**src/rtl/reqack_tph2rdyval_fifo.sv**
```systemverilog
// Two-phase req/ack to ready/valid converter with a DEPTH-entry FIFO and occupancy output.
// Define REQACK_TPH2RDYVAL_FIFO_CHECKS_EN to compile embedded protocol assertions.
module reqack_tph2rdyval_fifo #(
  parameter int DWIDTH      = 8,
  parameter int DEPTH       = 4,
  parameter bit INCLUDE_CDC = 1'b0
) (
  input  logic                       clk,
  input  logic                       rst,
  input  logic                       req,
  output logic                       ack,
  input  logic [DWIDTH-1:0]          i_dat,
  input  logic                       rdy,
  output logic                       vld,
  output logic [DWIDTH-1:0]          o_dat,
  output logic [$clog2(DEPTH+1)-1:0] level
);
  localparam int LW = $clog2(DEPTH + 1);
  localparam int PW = (DEPTH > 1) ? $clog2(DEPTH) : 1;

  logic              sync1_q, sync1_d, sync2_q, sync2_d;
  logic              ack_q, ack_d, vld_q, vld_d;
  logic [DWIDTH-1:0] o_dat_q, o_dat_d;
  logic [LW-1:0]     level_q, level_d;
  logic [PW-1:0]     rd_ptr_q, rd_ptr_d, wr_ptr_q, wr_ptr_d;
  logic [DWIDTH-1:0] mem_q [DEPTH];
  logic [DWIDTH-1:0] mem_d [DEPTH];
  logic              req_s, pending, push, pop;

  always_comb begin
    sync1_d  = req;
    sync2_d  = sync1_q;
    req_s    = INCLUDE_CDC ? sync2_q : req;
    pending  = (req_s != ack_q);
    push     = pending && (level_q != LW'(DEPTH));
    pop      = vld_q && rdy;
    ack_d    = push ? ~ack_q : ack_q;
    wr_ptr_d = wr_ptr_q;
    rd_ptr_d = rd_ptr_q;
    mem_d    = mem_q;
    if (push) begin
      mem_d[wr_ptr_q] = i_dat;
      wr_ptr_d = (wr_ptr_q == PW'(DEPTH - 1)) ? '0 : wr_ptr_q + PW'(1);
    end
    if (pop)
      rd_ptr_d = (rd_ptr_q == PW'(DEPTH - 1)) ? '0 : rd_ptr_q + PW'(1);
    level_d = level_q;
    if (push && !pop)
      level_d = level_q + LW'(1);
    else if (pop && !push)
      level_d = level_q - LW'(1);
    vld_d = (level_d != '0);
    // Head register looks through this cycle's write so a word pushed into an
    // empty (or just-drained) FIFO is presented at the very next edge.
    o_dat_d = o_dat_q;
    if (level_d != '0)
      o_dat_d = mem_d[rd_ptr_d];
  end

  always_ff @(posedge clk) begin
    if (rst) begin
      sync1_q  <= 1'b0;
      sync2_q  <= 1'b0;
      ack_q    <= 1'b0;
      vld_q    <= 1'b0;
      o_dat_q  <= '0;
      level_q  <= '0;
      rd_ptr_q <= '0;
      wr_ptr_q <= '0;
    end else begin
      sync1_q  <= sync1_d;
      sync2_q  <= sync2_d;
      ack_q    <= ack_d;
      vld_q    <= vld_d;
      o_dat_q  <= o_dat_d;
      level_q  <= level_d;
      rd_ptr_q <= rd_ptr_d;
      wr_ptr_q <= wr_ptr_d;
    end
  end

  // Storage needs no reset; only entries below level are ever observed.
  always_ff @(posedge clk) begin
    mem_q <= mem_d;
  end

  assign ack   = ack_q;
  assign vld   = vld_q;
  assign o_dat = o_dat_q;
  assign level = level_q;

`ifdef REQACK_TPH2RDYVAL_FIFO_CHECKS_EN
  a_hold_stable: assert property (@(posedge clk) disable iff (rst)
    (vld_q && !rdy) |=> (vld_q && $stable(o_dat_q)))
    else $error("output changed while stalled");
  a_ack_only_on_push: assert property (@(posedge clk) disable iff (rst)
    ($changed(ack_q) && !$past(rst)) |-> $past(push))
    else $error("ack toggled without an accepted word");
  a_level_range: assert property (@(posedge clk) disable iff (rst)
    level_q <= LW'(DEPTH))
    else $error("level exceeds DEPTH");
  a_empty_iff_invalid: assert property (@(posedge clk) disable iff (rst)
    (level_q == '0) == !vld_q)
    else $error("vld inconsistent with level");
  if (!INCLUDE_CDC) begin : g_dat_stable
    a_dat_stable: assert property (@(posedge clk) disable iff (rst)
      (pending && !$past(rst) && $past(pending && !push)) |-> $stable(i_dat))
      else $error("i_dat changed while request pending");
  end
`endif
endmodule
```
**config.mk**
```make
export PLATFORM = sky130hd
export DESIGN_NAME = reqack_tph2rdyval_fifo
export DESIGN_NICKNAME = d
export VERILOG_FILES = /design/src/rtl/reqack_tph2rdyval_fifo.sv
export SDC_FILE = /design/constraint.sdc
export NUM_CORES = 1
export LEC_CHECK = 0
export CORE_MARGIN = 2
export CORE_UTILIZATION = 40
export CTS_BUF_LIST = sky130_fd_sc_hd__clkbuf_4
export CTS_CLUSTER_DIAMETER = 60
export DETAILED_ROUTE_END_ITERATION = 7
export HOLD_SLACK_MARGIN = 0.05
export PLACE_DENSITY_LB_ADDON = 0.25
export REMOVE_ABC_BUFFERS = 1
export SLEW_MARGIN = 10
export SYNTH_ARGS = -nofsm -noshare
export SYNTH_HDL_FRONTEND = slang
export SYNTH_SLANG_ARGS = --single-unit
```
**constraint.sdc**
```tcl
create_clock -name clk -period 2.1 [get_ports clk]
set_input_delay 0.63 -clock clk [delete_from_list [all_inputs] [get_ports clk]]
set_output_delay 0.63 -clock clk [all_outputs]
set_load 0.02 [all_outputs]
```
=== Yosys cells after proc, flatten, opt, wreduce, memory -nomap -nowiden ===
Cells that the tools add are included.

* Bits in registers: 49
* Bits of input ports: 12
* Output and inout bits: 13
* Logic and storage cells: 44

* Add/subtract/negate cells: 4
* Order comparisons: 3
* Eq/ne operators: 4
* Muxes and demuxes: 12
* Bitwise operators: 3
* Reduce and logical (&&, ||, !) cells: 8

{| class="wikitable"
|+ Operators with widths
! cell !! count
|-
| 32-bit bitwise mux || 1
|-
| 32-bit 2-to-1 mux || 1
|-
| 8-bit 2-to-1 mux || 3
|-
| 8-bit binary-select mux with 2-bit select || 1
|-
| 8-bit demux with 2-bit select || 1
|-
| 3-bit greater-or-equal comparator, second input constant || 2
|-
| 2-bit 2-to-1 mux || 3
|-
| 3-bit 2-to-1 mux || 2
|-
| 2-bit inverter with 3-bit output || 2
|-
| 1-bit logical AND || 5
|-
| 2-bit by 1-bit adder with 2-bit output, second input constant || 2
|-
| 2-bit == test, second input constant || 2
|-
| 3-bit by 1-bit adder with 3-bit output, second input constant || 1
|-
| 3-bit by 1-bit less-than comparator with 1-bit output, second input constant || 1
|-
| 3-bit != test, second input constant || 1
|-
| 3-bit nonzero test || 1
|-
| 3-bit by 1-bit subtractor with 3-bit output, second input constant || 1
|-
| 1-bit zero test || 2
|-
| 1-bit != test || 1
|-
| 1-bit inverter || 1
|}

=== Longest topological paths before layout ===
Gate-level depths: netlist of run 1.

* Depth after elaboration: 10
* Gate-level depth with buffers: 10
* Gate-level depth less buffers: 7

=== Worst setup path before layout of run 1 ===
Ideal clock, no wire load.

* Kind: reg2reg
* Start point: reg level_q[0] (netlist: level[0])
* End point: reg o_dat_q[5] (netlist: o_dat[5])
* Setup time: 136 ps
* Arrival: 2287 ps
* Required time: 1964 ps
* Slack: -323 ps
* Stages on the path, launching flop included: 9
* Path buffers: 1
* Clock period less this slack: 2423 ps
* Cell sequence: dfxtp_1 inv_1 ha_1 clkbuf_1 a21boi_1 nand2_1 mux2_2 o21ai_0 a311oi_2

* Cells in the longest elaborated chain, start to end: 7
* Elaborated cells between the ends (all ways): 14
* Those cells by class: add/sub: 2; eq/ne: 1; mux: 6; reduce/logical: 5

{| class="wikitable"
|+ Ends and longest elaborated chain
! item !! line !! text
|-
| start, declared || 24 || <nowiki>logic [LW-1:0] level_q, level_d;</nowiki>
|-
| start signal, assigned || 76 || <nowiki>level_q <= level_d;</nowiki>
|-
| parallel branches: the longest is 7 deep, another holds 32-bit 2-to-1 mux || n/a ||
|-
| end signal, assigned || 75 || <nowiki>o_dat_q <= o_dat_d;</nowiki>
|-
| end, declared || 23 || <nowiki>logic [DWIDTH-1:0] o_dat_q, o_dat_d;</nowiki>
|}

Several ways; the timed one is not identified. The select of a mux whose other input is x is not followed.
A chain may end at the register's enable or synchronous reset.

=== Worst setup path in the final report of run 1 ===
* Start point: in rdy
* End point: reg o_dat_q[3] (netlist: o_dat[3])

* Cells in the longest elaborated chain, start to end: 6
* Elaborated cells between the ends (all ways): 12
* Those cells by class: mux: 6; bitwise: 1; reduce/logical: 5

{| class="wikitable"
|+ Ends and longest elaborated chain
! item !! line !! text
|-
| start, declared || 13 || <nowiki>input logic rdy,</nowiki>
|-
| 1-bit logical AND * || 36 || <nowiki>pop = vld_q && rdy;</nowiki>
|-
| 2-bit 2-to-1 mux || 45 || <nowiki>if (pop)</nowiki>
|-
| 2-bit inverter with 3-bit output (implied by the code) || 57 || <nowiki>o_dat_d = mem_d[rd_ptr_d];</nowiki>
|-
| 8-bit binary-select mux with 2-bit select || 57 ||
|-
| 8-bit 2-to-1 mux (implied by the code) (2 in a row) || 57 ||
|}

Mark *: on every way between the ends. The rest lies on a longest branch, timed or not. The select of a mux whose other input is x is not followed.

==> metrics.md, run 1 <==
| Metric | Value |
|---|---|
| Outcome | `completed` |
| Total track usage | `0.182` |
| Slew HR | `0.709` |
| Dpl hpwl | `3870 um` |
| Die H | `78.7 um` |
| Number of standard cells in the layout, taps in and fillers out | `349` |
| GPL Wtd Cong | `0.808` |
| Placed insts | `340` |
| Sinks on the clock net | `49` |
| Max-cap violation count | `0` |
| Synth top area share | `0.439` |
| DR vias | `1899` |
| Ant. Diodes | `0` |
| Worst Hold Class | `register to register` |
| First-pass GRT wire length | `8850 um` |
| Largest area contributor in the netlist | `dfxtp_1` |
| FF+latch count, synth | `49` |
| CTS Buffer Depth | `2` |
| Synth unique cells | `35` |
| Site Rows | `27` |
| DP Area | `2790 sq um` |
| Final hold vios | `0` |
| Vias in the first global route | `1771` |
| Power Total | `3.95 mW` |
| Synthesis-to-layout area growth | `32.0%` |
| DRC Markers | `0` |
| WL/cell | `15.5 um` |
| Die area | `6200 sq um` |
| RSZ-0062 raised after global routing | `yes` |
| H-tree depth | `2` |
| Starting density of the core | `0.411` |
| Dpl ws | `-0.610 ns` |
| Critical path type | `input pin to register` |
| Peak VDD IR | `0.550 mV` |
| Post-Syn Area | `2230 sq um` |
| Final Max Tran Viols | `0` |
| Final period util | `0.961` |
| Die Span X | `78.7 um` |
| Reg power frac | `0.383` |
| Max Freq | `0.495 GHz` |
| Vias/cell | `5.44` |
| Most common cell in the synthesized netlist | `dfxtp_1` |
| Num CTS Buffers | `5` |
| Final ANT Viol Nets | `0` |
| TritonRoute pass-1 iters | `6` |
| CTS tree | `yes` |
| Iter 0 DRT Violations | `102` |
| Most used flip-flop cell after synthesis | `dfxtp_1` |
| Initial antenna violation count | `0` |
| Worst Max-Slew Pin Slew | `0.437 ns` |
| Area contributors post-synth | `dfxtp_1, mux2_2, a21oi_1` |
| Placeable Area | `5440 sq um` |
| CP endpoint kind | `register` |
| Largest net degree at the start of global routing | `18` |
| Skew final | `0.00595 ns` |
| Switching power total | `1.43 mW` |
| Number of synthesized flops with an enable pin | `0` |
| Pint | `2.52 mW` |
| Static Leak | `1.21 nW` |
| Sequential fraction of the synthesis area | `0.439` |
| Critical path arrival | `2.29 ns` |
| Pwr Density | `1340 nW/um^2` |
| Tmin final | `2.02 ns` |
| Crit path launch type | `input pin` |
| CTS root buf | `clkbuf_4` |
| Synthesis warning total | `0` |
| Switching share of power | `0.363` |
| CP max FO | `8` |
| Share of cells above drive strength 1 | `0.332` |
| Io pins | `25` |
| Buffers on Ports | `24` |
| Routed wire length | `5410 um` |
| Top cells by count, synth | `dfxtp_1, mux2_2, a21oi_1` |
| Clk pwr share | `0.109` |
| Design Area, Final | `2950 sq um` |
| FFs w/ async S/R, synth | `0` |
| Clk slew on worst S/H paths | `0.14 ns` |
| Setup-failing EPs final | `0` |
| Gr ovfl total | `0` |
| Logic pwr share | `0.507` |
| Layout Nets | `297` |
| Worst endpoint required time | `2.37 ns` |
| Syn_area_per_cell | `10.2 sq um` |
| Setup ws final | `0.0816 ns` |
| Mapped Cells | `219` |
| Cts hold-fix bufs | `0` |
| Clock Latency Late Sink | `0.37 ns` |
-- metrics by stage --
stage,TNS (ns),hold slack [ns],util
after floorplan,-4.15,0.450,-
after global placement,-8.36,0.455,0.513
after detailed placement,-9.02,0.461,0.513
after CTS,0,0.493,0.522
after global routing,-0.0507,0.502,0.542
final,0,0.494,0.542
-- routing by layer --
metal	GRT usage	routed length (um)
met1	0.243	2550
met3	0.0330	199
met2	0.297	2570
met5	0	0
met4	0.0649	91
-- state kept, by name, indices dropped and copies added (netlist names) --
register / flops
mem_q: 32
o_dat: 8
level: 3
rd_ptr_q: 2
wr_ptr_q: 2
ack: 1
vld: 1
-- power by group through the flow --
stage          registers, mW  clock network (mW)  logic [mW]
2_1_floorplan           1.61                   0        1.04
3_3_place_gp            1.52                   0        1.86
3_5_place_dp            1.53                   0        1.89
4_1_cts                 1.51               0.445        1.90
5_1_grt                 1.56               0.476        2.20
6_report                1.51               0.432        2.00
-- worst paths after layout --
kind,from,end,slack [ns],depth (start not counted)
max,rdy,o_dat[3]$_SDFFE_PP0P_,0.08,7
min,mem_q[29]$_DFF_P_,mem_q[29]$_DFF_P_,0.49,1
max reg2reg,rd_ptr_q[1]$_SDFF_PP0_,o_dat[3]$_SDFFE_PP0P_,0.10,7
min reg2reg,mem_q[29]$_DFF_P_,mem_q[29]$_DFF_P_,0.49,1
-- cells in the final DEF, fill, tap and decap left out, types with 2 or more instances in the layout --
master           netlist  routed
a21boi_2               0       2
a21oi_1               24      24
a221oi_1               8       5
a221oi_2               0       3
a22o_1                 3       2
a22oi_1                8       8
a311oi_1               8       7
a311oi_2               1       2
a32oi_2                0       2
buf_12                 0       2
buf_4                  0      34
clkbuf_4               0       5
clkdlybuf4s50_1        0      17
dfxtp_1               49      48
dlygate4sd2_1          0       3
dlymetal6s2s_1         0       4
ha_1                   8       8
inv_1                  7       7
mux2_2                33      33
nand2_1               12      11
nand3_1                4       4
nor2_1                 7       7
nor3_1                 2       2
o21ai_0               10       8
o21ai_1                1       3
o22ai_1                8       8
xnor2_1                2       2
-- logic make-up (layout without fill, tap and decap cells) --
logic type      count (synthesis)  in the layout  synth area share
compound gates                 79             79             0.239
flops                          49             49             0.439
mux                            33             33             0.166
simple gates                   31             31            0.0650
buf+inv                        16             74            0.0314
fa+ha+maj                       8              8            0.0448
xor+xnor                        3              3            0.0151
-- critical path, stage by stage --
cell,delay (ns)
dlygate4sd2_1,0.30
nor4bb_2,0.19
buf_4,0.14
a21oi_1,0.18
mux2_2,0.43
o21ai_0,0.27
a311oi_1,0.13
-- timing repair --
item	CTS	global route
setup endpoints to repair	11	12
gates resized for setup	7	17
buffers inserted	0	2
pin swaps	0	2
cloned	0	0
-- area by class of cell --
| type | count | area (sq um) |
|---|---|---|
| clock buffer | 5 | 37.5 |
| sequential | 49 | 982 |
| tap | 72 | 90.1 |
| timing repair buffer | 60 | 542 |
| clock inverter | 2 | 13.8 |
| inverter | 7 | 26.3 |
| fill | 511 | 2490 |
| multi-input combinational | 154 | 1260 |
No activity file was read; power rests on OpenSTA's default activity.
==> run 2, diff against run 1 <==
--- a/config.mk
+++ b/config.mk
@@ -7,12 +7,13 @@
 export LEC_CHECK = 0
 export CORE_MARGIN = 2
 export CORE_UTILIZATION = 40
-export CTS_BUF_LIST = sky130_fd_sc_hd__clkbuf_4
+export CTS_BUF_LIST = sky130_fd_sc_hd__clkbuf_8
 export CTS_CLUSTER_DIAMETER = 60
 export DETAILED_ROUTE_END_ITERATION = 7
 export HOLD_SLACK_MARGIN = 0.05
 export PLACE_DENSITY_LB_ADDON = 0.25
 export REMOVE_ABC_BUFFERS = 1
+export SETUP_SLACK_MARGIN = 0.2
 export SLEW_MARGIN = 10
 export SYNTH_ARGS = -nofsm -noshare
 export SYNTH_HDL_FRONTEND = slang
==> constraint.sdc (replaced) <==
create_clock -name clk -period 2.5 [get_ports clk]
set_input_delay 0.75 -clock clk [delete_from_list [all_inputs] [get_ports clk]]
set_output_delay 0.75 -clock clk [all_outputs]
set_load 0.02 [all_outputs]
==> run 2 against run 1 <==
  * Count of clock-buffer cells in the layout did not move
  * Clock power rose by 30%
  * Sequential share of layout area fell by 0.43 points
  * Via count fell by 0.26%
  * Sequential power fell by 13%
  * Worst hold slack got worse by 0.014 ns
  * Flip-flop and latch count did not move
  * Utilization rose by 0.78 points
  * Register-to-register slack improved by 0.17 ns
  * Total power fell by 9.4%
  * Final area rose by 1.4%
  * Critical endpoint is now o_dat[6]$_SDFFE_PP0P_
  * Largest power group unchanged
==> metrics.md, run 2 (synthesized netlist as in run 1, its figures left out) <==
| Metric | Value |
|---|---|
| Outcome | `completed` |
| DR vias | `1894 (-0.26%)` |
| Gr ovfl total | `0 (unchanged)` |
| Tmin final | `2.26 ns` |
| Most frequent cells in the layout | `dfxtp_1, mux2_2, a21oi_1` |
| DRC Markers | `0 (unchanged)` |
| CTS tree | `yes` |
| Max Used Layer | `met4` |
| Clk slew on worst S/H paths | `0.09 ns (-0.05 ns)` |
| Starting density of the core | `0.411 (unchanged)` |
| Placed insts | `331 (-2.6%)` |
| Critical path arrival | `2.42 ns (+0.13 ns)` |
| Pwr Density | `1200 nW/um^2 (-11%)` |
| Initial antenna violation count | `0 (unchanged)` |
| Die area | `6200 sq um (unchanged)` |
| Slew HR | `0.503 (-0.206)` |
| Buffers on Ports | `24 (unchanged)` |
| TritonRoute pass-1 iters | `4 (-2)` |
| Final hold vios | `0 (unchanged)` |
| M1 wire length | `2590 um (+1.6%)` |
| CTS root buf | `clkbuf_8` |
| Setup TNS | `0 ns (unchanged)` |
| Iter 0 DRT Violations | `98 (-3.9%)` |
| Ant. Diodes | `0 (unchanged)` |
| Biggest register | `mem_q` |
| Worst setup endpoint | `o_dat[6]$_SDFFE_PP0P_` |
| Num CTS Buffers | `5 (unchanged)` |
| Site Rows | `27 (unchanged)` |
| Max-cap violation count | `0 (unchanged)` |
| Dpl hpwl | `3820 um (-1.5%)` |
| Largest net degree at the start of global routing | `19 (+1)` |
| Setup ws final | `0.235 ns (+0.154 ns)` |
| Setup-failing EPs final | `0 (unchanged)` |
| First-pass GRT wire length | `9060 um (+2.3%)` |
| Metal2 WL | `2780 um (+8.1%)` |
| Final Core Density | `0.550 (+0.00782)` |
| Share of cells above drive strength 1 | `0.331 (-0.00130)` |
| Final ANT Viol Nets | `0 (unchanged)` |
| Placeable Area | `5440 sq um (unchanged)` |
| Die H | `78.7 um (unchanged)` |
| R2R setup slack | `0.27 ns (+0.17 ns)` |
| R2R cell count | `8 (+1)` |
| RR Endpoint | `o_dat[6]$_SDFFE_PP0P_` |
| RSZ-0062 raised after global routing | `yes` |
| Final period util | `0.906` |
| Final Max Tran Viols | `0 (unchanged)` |
| Number of standard cells in the layout, taps in and fillers out | `338 (-3.2%)` |
| Crit path from | `req` |
| Most common cell after layout, fill and taps aside | `dfxtp_1` |
| Io pins | `25 (unchanged)` |
| GPL Wtd Cong | `0.775 (-4.1%)` |
| Critical path type | `input pin to register` |
| Worst Max-Slew Pin Slew | `0.743 ns (+0.306 ns)` |
| Worst endpoint required time | `2.66 ns (+0.29 ns)` |
| Max Freq | `0.442 GHz` |
| CP max FO | `8 (unchanged)` |
| Total track usage | `0.190 (+0.00779)` |
| CP endpoint kind | `register` |
| WL/cell | `16.6 um (+7.1%)` |
| Fillers | `487 (-4.7%)` |
| Die Span X | `78.7 um (unchanged)` |
| Reg2reg start | `level[0]$_SDFF_PP0_` |
| Design Area, Final | `2990 sq um (+1.4%)` |
| CTS Buffer Depth | `2 (unchanged)` |
| Crit path launch type | `input pin` |
| Dpl ws | `-0.386 ns (+0.224 ns)` |
| Static Leak | `1.14 nW (-6.0%)` |
| Synthesis-to-layout area growth | `33.9%` |
| Vias in the first global route | `1807 (+2.0%)` |
| Layout Nets | `286 (-3.7%)` |
| Vias/cell | `5.60 (+3.0%)` |
| Routed wire length | `5610 um (+3.8%)` |
| Worst Hold Class | `register to register` |
| H-tree depth | `2 (unchanged)` |
| Clock Latency Late Sink | `0.30 ns (-0.07 ns)` |
| Skew final | `0.00406 ns (-0.00189 ns)` |
| Sinks on the clock net | `49 (unchanged)` |
| Max reg flops | `32 (unchanged)` |
| Met3 wire length | `153 um (-23%)` |
| Peak VDD IR | `0.543 mV (-1.3%)` |
| DP Area | `2720 sq um (-2.4%)` |
==> run 2: cell type report <==
cell class / instances / area [sq um] / area share
multi-input cells: 154 / 1340 / 0.448
inverters: 7 / 26.3 / 0.00878
repair buffers: 49 / 445 / 0.149
flip-flops and latches: 49 / 983 / 0.329
well taps: 72 / 90.1 / 0.0301
clock inverters: 2 / 38.8 / 0.0130
clock buffers: 5 / 68.8 / 0.0230
==> run 2: power breakdown <==
part           total (mW)  internal (mW)  switching (mW)
Sequential           1.32           1.12           0.194
Clock               0.561          0.296           0.265
Combinational        1.70          0.884           0.817
Total                3.58           2.30            1.28
==> run 2: what timing repair did <==
item | CTS | global route
endpoints found under the setup margin | 9 | 9
hold endpoints to repair | 0 | 0
hold buffers | 0 | 0
setup buffers | 0 | 0
pin swaps | 0 | 0
resized for setup | 25 | 12
==> run 2: worst min-delay path by stage <==
stage / startpoint / end / slack [ns] / depth (start not counted)
after floorplan: mem_q[16]$_DFF_P_ / mem_q[16]$_DFF_P_ / 0.45 / 1
after global placement: mem_q[17]$_DFF_P_ / mem_q[17]$_DFF_P_ / 0.45 / 1
after detailed placement: mem_q[22]$_DFF_P_ / mem_q[22]$_DFF_P_ / 0.46 / 1
after CTS: mem_q[22]$_DFF_P_ / mem_q[22]$_DFF_P_ / 0.48 / 1
after global routing: mem_q[28]$_DFF_P_ / mem_q[28]$_DFF_P_ / 0.49 / 1
final: mem_q[20]$_DFF_P_ / mem_q[20]$_DFF_P_ / 0.48 / 1
==> run 2: worst max-delay path, cell delays in order <==
cell	delay, ns
dlygate4sd2_1	0.25
xor2_2	0.23
a21oi_1	0.14
or4_4	0.52
buf_6	0.17
a221oi_1	0.27
a311oi_1	0.09
==> run 2: metal layers <==
metal  vias up  global-route usage
li1        937                   -
met1       916               0.241
met2        32               0.322
met3         9              0.0455
met4         0              0.0544
met5         -                   0
==> run 2: metrics by stage <==
step	hold slack, ns	power [mW]
after floorplan	0.450	2.22
after global placement	0.454	2.75
after detailed placement	0.460	2.79
after CTS	0.482	3.48
after global routing	0.491	3.80
final	0.480	3.58
